`src/rtl/contra_input_pkg.sv`:
```
`default_nettype none
// ============================================================================
// Module      : contra_input_pkg
// Description : Shared constants and types for PS/2 keyboard-to-game decoding.
// Revision    : 1.0 - initial release
// ============================================================================
package contra_input_pkg;

    localparam logic [7:0] c_SC_W     = 8'h1D;
    localparam logic [7:0] c_SC_A     = 8'h1C;
    localparam logic [7:0] c_SC_S     = 8'h1B;
    localparam logic [7:0] c_SC_D     = 8'h23;
    localparam logic [7:0] c_SC_SPACE = 8'h29;
    localparam logic [7:0] c_SC_J     = 8'h3B;
    localparam logic [7:0] c_SC_UP    = 8'h75;
    localparam logic [7:0] c_SC_LEFT  = 8'h6B;
    localparam logic [7:0] c_SC_DOWN  = 8'h72;
    localparam logic [7:0] c_SC_RIGHT = 8'h74;

    localparam logic [7:0] c_PFX_F0 = 8'hF0;
    localparam logic [7:0] c_PFX_E0 = 8'hE0;

    typedef enum logic [1:0] {
        ST_IDLE      = 2'd0,
        ST_BREAK     = 2'd1,
        ST_EXT       = 2'd2,
        ST_EXT_BREAK = 2'd3
    } prefix_state_t;

    localparam logic [3:0] c_KC_NONE  = 4'd0;
    localparam logic [3:0] c_KC_UP    = 4'd1;
    localparam logic [3:0] c_KC_LEFT  = 4'd2;
    localparam logic [3:0] c_KC_DOWN  = 4'd3;
    localparam logic [3:0] c_KC_RIGHT = 4'd4;
    localparam logic [3:0] c_KC_UL    = 4'd5;
    localparam logic [3:0] c_KC_UR    = 4'd6;
    localparam logic [3:0] c_KC_DL    = 4'd7;
    localparam logic [3:0] c_KC_DR    = 4'd8;

    localparam logic [1:0] c_GS_PLAY = 2'b01;

    typedef struct packed {
        logic up_a;
        logic up_l;
        logic left_a;
        logic left_l;
        logic down_a;
        logic down_l;
        logic right_a;
        logic right_l;
        logic jump;
        logic shoot;
    } held_flags_t;

    // Opposing directions cancel before the 9-way direction code is chosen.
    function automatic logic [3:0] encode_dir(input logic up, input logic left,
                                              input logic down, input logic right);
        logic v_u;
        logic v_d;
        logic h_l;
        logic h_r;
        logic [3:0] kc;
        v_u = up & ~down;
        v_d = down & ~up;
        h_l = left & ~right;
        h_r = right & ~left;
        if (v_u && h_l)      kc = c_KC_UL;
        else if (v_u && h_r) kc = c_KC_UR;
        else if (v_d && h_l) kc = c_KC_DL;
        else if (v_d && h_r) kc = c_KC_DR;
        else if (v_u)        kc = c_KC_UP;
        else if (v_d)        kc = c_KC_DOWN;
        else if (h_l)        kc = c_KC_LEFT;
        else if (h_r)        kc = c_KC_RIGHT;
        else                 kc = c_KC_NONE;
        return kc;
    endfunction

endpackage
`default_nettype wire

```
`src/rtl/keycode_encoder_if.sv`:
```
`default_nettype none
// ============================================================================
// Module      : keycode_encoder_if
// Description : Scan-byte input and game-control output bundle.
// Revision    : 1.0 - initial release
// ============================================================================
interface keycode_encoder_if;
    logic [7:0] scanCode;
    logic       scanValid;
    logic [1:0] gameState;
    logic [3:0] keycode;
    logic       keyPress;
    logic       Jumping;
    logic       Shooting;

    modport master (
        output scanCode, scanValid, gameState,
        input  keycode, keyPress, Jumping, Shooting
    );

    modport slave (
        input  scanCode, scanValid, gameState,
        output keycode, keyPress, Jumping, Shooting
    );
endinterface
`default_nettype wire

```
`src/rtl/ps2_prefix_parser.sv`:
```
`default_nettype none
// ============================================================================
// Module      : ps2_prefix_parser
// Description : Tracks F0/E0 prefixes and emits one event per key byte.
// Revision    : 1.0 - initial release
// ============================================================================
module ps2_prefix_parser
    import contra_input_pkg::*;
#(
    parameter int TIMEOUT_CYCLES = 50000
) (
    input  wire logic       clk,
    input  wire logic       rst,
    input  wire logic [7:0] i_scanCode,
    input  wire logic       i_scanValid,
    output logic            o_keyEvent,
    output logic            o_isBreak,
    output logic            o_isExt,
    output logic [7:0]      o_code
);

    localparam int              c_CW   = $clog2(TIMEOUT_CYCLES + 1);
    localparam logic [c_CW-1:0] c_TMAX = c_CW'(TIMEOUT_CYCLES - 1);

    prefix_state_t   r_state;
    prefix_state_t   w_state_next;
    logic [c_CW-1:0] r_cnt;
    logic            w_timeout;

    // A byte arriving on the expiry cycle wins over the timeout.
    assign w_timeout = (r_state != ST_IDLE) && (r_cnt == c_TMAX) && !i_scanValid;

    always_ff @(posedge clk) begin
        if (rst) begin
            r_state <= ST_IDLE;
        end else begin
            r_state <= w_state_next;
        end
    end

    always_ff @(posedge clk) begin
        if (rst || i_scanValid) begin
            r_cnt <= '0;
        end else if (r_state != ST_IDLE && r_cnt != c_TMAX) begin
            r_cnt <= r_cnt + c_CW'(1);
        end
    end

    always_comb begin
        w_state_next = r_state;
        if (i_scanValid) begin
            if (i_scanCode == c_PFX_E0) begin
                w_state_next = ST_EXT;
            end else if (i_scanCode == c_PFX_F0) begin
                case (r_state)
                    ST_IDLE:  w_state_next = ST_BREAK;
                    ST_EXT:   w_state_next = ST_EXT_BREAK;
                    default:  w_state_next = r_state;
                endcase
            end else begin
                w_state_next = ST_IDLE;
            end
        end else if (w_timeout) begin
            w_state_next = ST_IDLE;
        end
    end

    always_comb begin
        o_keyEvent = i_scanValid && (i_scanCode != c_PFX_E0) && (i_scanCode != c_PFX_F0);
        o_isBreak  = (r_state == ST_BREAK) || (r_state == ST_EXT_BREAK);
        o_isExt    = (r_state == ST_EXT)   || (r_state == ST_EXT_BREAK);
        o_code     = i_scanCode;
    end

endmodule
`default_nettype wire

```
`src/rtl/keycode_encoder.sv`:
```
`default_nettype none
// ============================================================================
// Module      : keycode_encoder
// Description : Held-key tracking and direction/action encoding for gameplay.
// Revision    : 1.0 - initial release
// ============================================================================
module keycode_encoder
    import contra_input_pkg::*;
#(
    parameter int TIMEOUT_CYCLES = 50000
) (
    input  wire logic         Clk,
    input  wire logic         Reset,
    keycode_encoder_if.slave  bus
);

    logic        w_keyEvent;
    logic        w_isBreak;
    logic        w_isExt;
    logic [7:0]  w_code;
    logic        w_set;

    held_flags_t r_flags;
    held_flags_t w_flags_next;
    logic [3:0]  w_keycode_next;
    logic        w_keyPress_next;

    logic [3:0]  r_keycode;
    logic        r_keyPress;
    logic        r_jumping;
    logic        r_shooting;

    ps2_prefix_parser #(
        .TIMEOUT_CYCLES (TIMEOUT_CYCLES)
    ) u_parser (
        .clk         (Clk),
        .rst         (Reset),
        .i_scanCode  (bus.scanCode),
        .i_scanValid (bus.scanValid),
        .o_keyEvent  (w_keyEvent),
        .o_isBreak   (w_isBreak),
        .o_isExt     (w_isExt),
        .o_code      (w_code)
    );

    assign w_set = ~w_isBreak;

    always_comb begin
        w_flags_next = r_flags;
        if (w_keyEvent) begin
            if (w_isExt) begin
                case (w_code)
                    c_SC_UP:    w_flags_next.up_a    = w_set;
                    c_SC_LEFT:  w_flags_next.left_a  = w_set;
                    c_SC_DOWN:  w_flags_next.down_a  = w_set;
                    c_SC_RIGHT: w_flags_next.right_a = w_set;
                    default:    w_flags_next = r_flags;
                endcase
            end else begin
                case (w_code)
                    c_SC_W:     w_flags_next.up_l    = w_set;
                    c_SC_A:     w_flags_next.left_l  = w_set;
                    c_SC_S:     w_flags_next.down_l  = w_set;
                    c_SC_D:     w_flags_next.right_l = w_set;
                    c_SC_SPACE: w_flags_next.jump    = w_set;
                    c_SC_J:     w_flags_next.shoot   = w_set;
                    default:    w_flags_next = r_flags;
                endcase
            end
        end
    end

    // Outputs are built from the next flag state so they land one cycle after the byte.
    always_comb begin
        w_keycode_next  = encode_dir(w_flags_next.up_a    | w_flags_next.up_l,
                                     w_flags_next.left_a  | w_flags_next.left_l,
                                     w_flags_next.down_a  | w_flags_next.down_l,
                                     w_flags_next.right_a | w_flags_next.right_l);
        w_keyPress_next = (w_keycode_next != c_KC_NONE) | w_flags_next.jump | w_flags_next.shoot;
    end

    always_ff @(posedge Clk) begin
        if (Reset) begin
            r_flags    <= '0;
            r_keycode  <= c_KC_NONE;
            r_keyPress <= 1'b0;
            r_jumping  <= 1'b0;
            r_shooting <= 1'b0;
        end else begin
            r_flags <= w_flags_next;
            if (bus.gameState == c_GS_PLAY) begin
                r_keycode  <= w_keycode_next;
                r_keyPress <= w_keyPress_next;
                r_jumping  <= w_flags_next.jump;
                r_shooting <= w_flags_next.shoot;
            end else begin
                r_keycode  <= c_KC_NONE;
                r_keyPress <= 1'b0;
                r_jumping  <= 1'b0;
                r_shooting <= 1'b0;
            end
        end
    end

    assign bus.keycode  = r_keycode;
    assign bus.keyPress = r_keyPress;
    assign bus.Jumping  = r_jumping;
    assign bus.Shooting = r_shooting;

endmodule
`default_nettype wire

```
`src/flat_wrapper.sv`:
```
// flat-port wrapper written by rule: the top's interface ports become plain ports
module keycode_encoder_flat import contra_input_pkg::*;
#(
    parameter int TIMEOUT_CYCLES = 50000
)
  (Clk, Reset, bus_scanCode, bus_scanValid, bus_gameState, bus_keycode, bus_keyPress, bus_Jumping, bus_Shooting);
  keycode_encoder_if bus_i ();
  input  wire logic Clk;
  input  wire logic Reset;
  input wire logic [$bits(bus_i.scanCode)-1:0] bus_scanCode;
  input wire logic [$bits(bus_i.scanValid)-1:0] bus_scanValid;
  input wire logic [$bits(bus_i.gameState)-1:0] bus_gameState;
  output wire logic [$bits(bus_i.keycode)-1:0] bus_keycode;
  output wire logic [$bits(bus_i.keyPress)-1:0] bus_keyPress;
  output wire logic [$bits(bus_i.Jumping)-1:0] bus_Jumping;
  output wire logic [$bits(bus_i.Shooting)-1:0] bus_Shooting;
  assign bus_i.scanCode = bus_scanCode;
  assign bus_i.scanValid = bus_scanValid;
  assign bus_i.gameState = bus_gameState;
  assign bus_keycode = bus_i.keycode;
  assign bus_keyPress = bus_i.keyPress;
  assign bus_Jumping = bus_i.Jumping;
  assign bus_Shooting = bus_i.Shooting;
  keycode_encoder #(.TIMEOUT_CYCLES(TIMEOUT_CYCLES)) u_core (.Clk(Clk), .Reset(Reset), .bus(bus_i));
endmodule
```
`config.mk`:
```
export PLATFORM = sky130hd
export DESIGN_NAME = keycode_encoder_flat
export DESIGN_NICKNAME = d
export VERILOG_FILES = /design/src/rtl/contra_input_pkg.sv /design/src/rtl/keycode_encoder_if.sv /design/src/rtl/ps2_prefix_parser.sv /design/src/rtl/keycode_encoder.sv /design/src/flat_wrapper.sv
export SDC_FILE = /design/constraint.sdc
export NUM_CORES = 1
export LEC_CHECK = 0
export CORE_AREA = 2 2 68 70
export CTS_CLUSTER_DIAMETER = 50
export DETAILED_ROUTE_END_ITERATION = 16
export DIE_AREA = 0 0 70 72
export PLACE_DENSITY_LB_ADDON = 0.25
export SLEW_MARGIN = 20
export SYNTH_ARGS = -nofsm -noshare
export SYNTH_HDL_FRONTEND = slang
export SYNTH_HIERARCHICAL = 1
export SYNTH_SLANG_ARGS = --single-unit
```
`constraint.sdc`:
```
create_clock -name Clk -period 2.9 [get_ports Clk]
set_clock_uncertainty 0.15 [all_clocks]
set_input_delay 0.58 -clock Clk [delete_from_list [all_inputs] [get_ports Clk]]
set_output_delay 0.58 -clock Clk [all_outputs]
set_load 0.05 [all_outputs]
```
==> results.md, run 1 <==
* Syn Nets at 229
* Total of warnings raised by yosys at 6
* Number of max-cap violations at 0
* Vias per std cell at 5.51
* RSZ-0062 raised after global routing: no
* FF-to-FF setup slack at 0.46 ns
* Hold_buf cts at 0
* Worst Reg2Reg Path Length in Cells at 6
* Synth top area cells: dfxtp_1 37%, nor2_1 5.4%, xnor2_1 3.7%, mux2i_1 3.2%, buf_4 3.2%
* Gpl congestion at 0.812
* FP Rows at 24
* Clock transition at path regs at 0.07 ns
* Top routing layer in use: met4
* Seq/Total Area, Yosys at a little under two fifths
* WP data arrival at roughly 2.9 ns
* Routed wire length at roughly 4000 microns
* Placed instance count at between 200 and 300
* Gr ovfl total at 0
* Clk sinks at 35
* Final-layout fill cell count at 387
* Synth Register Bits at 35
* Syn avg cell area at 8.79 sq um
* Wire length per cell at 13.2 microns
* Area grow syn2layout at 27.3%
* First-pass GRT wire length at just over 7000 microns
* Area of the mapped netlist at 1890 sq um
* Crit end category: flop
* Commonest cells in the synthesized netlist: 35 x dfxtp_1, 27 x nor2_1, 12 x nand2_1, 11 x a21oi_1
* Post-layout nets at 265
* Core Util, Final at between 50 and 60%
* Worst setup path class: input port to flop
* Detailed Place HPWL at a little under 3000 microns
* Min-delay src: u_core/u_parser/r_cnt[1]
* Cell area after layout at about 2400 sq um
* Clk buf depth at 2
* CTS tree: done
* WL met2 at between 2000 and 2500 microns
* PwrDens at 370 nW/um^2
* Most common cell in the synthesized netlist: dfxtp_1
* Distinct cells, synth at 53
* DRT iter0 DRCs at 93
* Pin count of the biggest net entering global routing at 16
* F_max at between 0.3 and 0.4 GHz
* Placed cell areas at 2210 sq um
* H-Tree Depth at 2
* Period utilization at 96.3%
* Clock root buffer: clkbuf_8
* Hold Fails Final Rpt at 0
* Slew Viols, Final at 0
* Synth Flop Type: dfxtp_1
* Hold Path Cell Cnt at 2
* Startpoint Class: input port
* R2r startpoint: u_core/u_parser/r_state[1]
* Number of CTS-inserted buffers at 5
* Setup violators final at 0
* Core footprint at 4260 sq um
* Worst hold path endpoint: u_core/u_parser/r_cnt[1]
* Leak pwr at 0.000849 uW
* Post-synth EDFFs at 0
* Layout cell share with drive strength beyond 1 at 25.0%
* Critical Path RT at roughly 3.0 ns
* IO buf count at 19
* Fraction of registers with async set/reset at 0%
* Clk_lat worst skew at 0.28 ns
* DRT antenna net count at 0
* DRT met1 WL at 1830 microns
* Hold Slack at 0.336 ns
* Initial antenna violation count at 0
* Dominant cell type by area after synthesis: dfxtp_1
* Non-Filler Instances at 304
* Period minus WS final at 2.79 ns
* N_diodes at 0
* Mapped Cells at 215
* Initial core utilization at 44.3%
* Die ar. at 5040 sq um
* Slew HR at 66.2%
* Outcome: completed
* Vias in the first global route at 1593
* Worst flop-to-flop path endpoint: u_core/bus.keycode[2]
* Die Span Y at slightly above 70 microns
* Maximum VDD drop at 228 uV
* Met3 WL at 95 microns
* Gr usage total at 17.5%
* Yosys top cell area share at a little under two fifths
* Die X at approximately 70 microns
* Tightest Pin Transition at 0.506 ns
* Drc violations at 0
* Detailed Routing Iterations Pass 1 at 4
* I/O pin cnt at 20
* HP Class: flop to flop
* Routed vias at 1674
* CP Max Fanout at 3
[registers in the layout, indices dropped and copies added, names as in the netlist]
| name | flops |
|---|---|
| u_core/bus.Jumping | 1 |
| u_core/bus.Shooting | 1 |
| u_core/bus.keyPress | 1 |
| u_core/bus.keycode | 4 |
| u_core/r_flags | 10 |
| u_core/u_parser/r_cnt | 16 |
| u_core/u_parser/r_state | 2 |
[routing by layer]
layer | track usage, % | vias to the layer above
li1 | - | 858
met1 | 21.1 | 794
met2 | 31.0 | 17
met3 | 3.75 | 5
met4 | 6.41 | 0
met5 | 0 | -
[power breakdown]
part           total, uW  leakage (uW)  switching (uW)  internal [uW]
logic               73.6      0.000526            36.7           37.0
clock network        336     0.0000412             168            168
registers            481      0.000282           0.244            481
total                890      0.000849             205            685
[kinds of logic (layout without fill, tap and decap cells)]
group	Yosys count	in the layout	synth area share, %
buf+inv	19	56	6.22
flops	35	35	37.1
simple gates	106	106	34.3
xor+xnor	9	9	4.17
mux	6	6	3.18
fa+ha+maj	1	1	0.662
compound gates	39	39	14.4
[critical path, stage by stage]
cell and delay [ns]:
clkdlybuf4s15_1 0.18, nand4b_1 0.12, o41a_1 0.15, or4b_4 0.51
or4_4 0.56, o211ai_4 0.11, nand2b_4 0.15, or3b_4 0.37
a21oi_2 0.13
[cells in the final DEF, fill, tap and decap left out, types with 6 or more instances in the layout]
| cell | Yosys | layout |
|---|---|---|
| nand2_1 | 12 | 12 |
| nor2_1 | 27 | 27 |
| or3_1 | 6 | 6 |
| buf_4 | 8 | 25 |
| nand3_1 | 8 | 8 |
| dfxtp_1 | 35 | 35 |
| a21oi_1 | 11 | 10 |
| o21ai_0 | 6 | 6 |
| nor3_1 | 8 | 8 |
| xnor2_1 | 8 | 7 |
| clkdlybuf4s50_1 | 0 | 11 |
[how the worst max path moves through the flow]
stage | startpoint | endpoint | slack, ns | cells after the start
after detailed placement | bus_scanCode[2] | u_core/bus.keycode[2] | -0.49 | 9
after floorplan | bus_scanCode[2] | u_core/bus.keycode[2] | 0.04 | 8
after global routing | bus_scanCode[2] | u_core/bus.keycode[2] | 0.003 | 9
after global placement | bus_scanCode[2] | u_core/bus.keycode[2] | -0.44 | 9
final | bus_scanCode[6] | u_core/bus.keycode[2] | 0.11 | 9
after CTS | bus_scanCode[3] | u_core/bus.keycode[2] | 0.003 | 8
[through the flow]
| step | total power (uW) | TNS, ns | worst slack, ns |
|---|---|---|---|
| floorplan | 531 | 0 | 0.0390 |
| global placement | 563 | -1.99 | -0.442 |
| detailed placement | 563 | -2.22 | -0.485 |
| CTS | 902 | 0 | 0.00280 |
| global route | 924 | 0 | 0.00293 |
| finish | 890 | 0 | 0.107 |
[layout make-up]
| type | instances | area, sq um | share of cell area (%) |
|---|---|---|---|
| clock buffer | 6 | 72.6 | 3.01 |
| clock inverter | 2 | 12.5 | 0.520 |
| inverter | 3 | 11.3 | 0.468 |
| multi-input combinational | 161 | 1160 | 48.1 |
| sequential | 35 | 701 | 29.1 |
| tap | 52 | 65.1 | 2.70 |
| timing repair buffer | 45 | 388 | 16.1 |
[what timing repair did]
| item | CTS | global route |
|---|---|---|
| setup endpoints to repair | 5 | 4 |
| pin swaps | 6 | 4 |
| setup buffers | 2 | 1 |
| resized for setup | 16 | 10 |
No activity file was read; power rests on OpenSTA's default activity.
==> run 2: changes to the inputs <==
--- a/config.mk
+++ b/config.mk
@@ -10,6 +10,7 @@
 export DETAILED_ROUTE_END_ITERATION = 16
 export DIE_AREA = 0 0 70 72
 export PLACE_DENSITY_LB_ADDON = 0.25
+export REMOVE_ABC_BUFFERS = 1
 export SLEW_MARGIN = 20
 export SYNTH_ARGS = -nofsm -noshare
 export SYNTH_HDL_FRONTEND = slang
==> run 2 against run 1 <==
Critical path depth is the same. Highest routed layer unchanged. Largest cell class unchanged. Critical path type unchanged. Via count grew 5.9%. Power grew 6.3%. Sequential share of layout area shrank 0.88 points. Maximum frequency shrank 2.4%. Die area is the same.
==> results.md, run 2 (synthesis results as in run 1) <==
* Outcome: completed
* First-pass GRT wire length at 8140 microns
* Clock power share at between 40% and 50%
* Tightest Pin Transition at a little over 0.5 ns
* Routed vias at 1772
* DRT iter0 DRCs at 95
* Largest register FFs at 16
* Number of max-cap violations at 0
* Post-layout nets at 270
* Worst Reg2Reg Path Length in Cells at 6
* Routed wire length at around 4700 microns
* Hold Path Cell Cnt at 2
* Slew Viols, Final at 0
* Switching pwr at 209 uW
* F_max at ~0.35 GHz
* IO buf count at 19
* Non-Filler Instances at approximately 310
* Largest Register: u_core/u_parser/r_cnt
* Worst setup path class: input port to flop
* Hold Fails Final Rpt at 0
* Sw frac at roughly 22%
* Detailed Routing Iterations Pass 1 at 4
* FF-to-FF setup slack at 0.36 ns
* Seq pwr share at around half
* CTS tree: done
* Clk sinks at 35
* Core Util, Final at 58.2%
* Slew HR at 66.2%
* Final-layout fill cell count at 364
* Crit end category: flop
* H-Tree Depth at 2
* Vias in the first global route at 1777
* Critical Path RT at 2.97 ns
* I/O pin cnt at 20
* Maximum VDD drop at 371 uV
* Startpoint Class: input port
* N_diodes at 0
* Die X at 70 microns
* R2r startpoint: u_core/u_parser/r_state[1]
* Drc violations at 0
* Wire length per cell at 15.3 microns
* Period minus WS final at 2.86 ns
* Int Pwr at 737 uW
* HP Class: flop to flop
* Combinational power share at 8.5%
* Initial antenna violation count at 0
* Commonest cells after routing, fill and taps aside: 35 x dfxtp_1, 30 x buf_4, 27 x nor2_1
* Worst flop-to-flop path endpoint: u_core/bus.keycode[2]
* Gpl congestion at 0.799
* Placed instance count at 291
* Gr usage total at 20.0%
* Pin count of the biggest net entering global routing at 15
* WP data arrival at 2.93 ns
* Clk_lat worst skew at 0.28 ns
* Area grow syn2layout at 31.3%
* Leak pwr at 0.000874 uW
* Layout cell share with drive strength beyond 1 at 29.6%
* Power, Total at roughly 950 uW
* CP Max Fanout at 4
* Clock transition at path regs at 0.07 ns
* Die ar. at about 5000 sq um
* Period utilization at a little over nine tenths
* Detailed Place HPWL at 3130 microns
* Critical path startpoint: bus_scanCode[6]
* Die Span Y at 72 microns
* Gr ovfl total at 0
* Vias per std cell at roughly 5.7
* FP Rows at 24
* Critical Path End: u_core/bus.keycode[2]
* Setup violators final at 0
* Clock root buffer: clkbuf_8
* Most common cell after layout, fill and taps aside: dfxtp_1
* Number of CTS-inserted buffers at 5
* Core footprint at 4260 sq um
* DRT antenna net count at 0
* Clk buf depth at 2
* Initial core utilization at 44.3%
* PwrDens at 381 nW/um^2
==> run 2: worst min-delay path by stage <==
stage                              from                        to
6_report              u_core/r_flags[2]         u_core/r_flags[2]
5_1_grt        u_core/u_parser/r_cnt[1]  u_core/u_parser/r_cnt[1]
4_1_cts        u_core/u_parser/r_cnt[1]  u_core/u_parser/r_cnt[1]
3_5_place_dp          u_core/r_flags[2]         u_core/r_flags[2]
3_3_place_gp   u_core/u_parser/r_cnt[1]  u_core/u_parser/r_cnt[1]
2_1_floorplan         u_core/r_flags[3]         u_core/r_flags[3]
==> run 2: cell type report <==
class                   instances  area [sq um]  share of cell area (%)
repair buffers                 50           415                    16.7
clock buffers                   8           100                    4.03
well taps                      52          65.1                    2.62
flip-flops and latches         35           701                    28.2
multi-input cells             161          1190                    47.9
inverters                       3          11.3                   0.454
==> run 2: timing repair <==
| item | in CTS | in global routing |
|---|---|---|
| pin swaps | 5 | 5 |
| setup buffers | 10 | 0 |
| gates resized for setup | 18 | 16 |
| hold buffers | 0 | 0 |
| setup endpoints to repair | 5 | 6 |
==> run 2: per-stage QoR <==
stage / hold slack, ns / cell area [sq um] / TNS, ns / setup WS (ns)
6_report: 0.353 / 2480 / 0 / 0.0384
3_5_place_dp: 0.342 / 2200 / -2.83 / -0.505
3_3_place_gp: 0.324 / 2200 / -2.38 / -0.444
4_1_cts: 0.354 / 2440 / 0 / 0.00793
5_1_grt: 0.369 / 2480 / -0.00822 / -0.00822
2_1_floorplan: 0.299 / 1780 / 0 / 0.0386
==> run 2: worst max-delay path, stage by stage <==
cell and delay (ns):
clkdlybuf4s15_1 0.19, nand4b_1 0.12, o41a_1 0.15, or4b_4 0.51
or4_4 0.56, o211ai_4 0.13, nand2b_4 0.18, or3b_4 0.37
a21oi_2 0.13
==> run 2: routing by layer <==
layer	track usage, %	wire length (microns)
met2	35.0	2320
met4	9.19	91
met3	3.47	155
met5	0	0
met1	24.1	2150
==> run 2: power groups by stage <==
stage | Clock, uW | Combinational [uW] | Sequential [uW]
global route | 410 | 86.4 | 481
CTS | 392 | 76.7 | 481
floorplan | 0 | 23.1 | 492
detailed placement | 0 | 72.7 | 492
finish | 384 | 80.8 | 481
global placement | 0 | 72.0 | 492
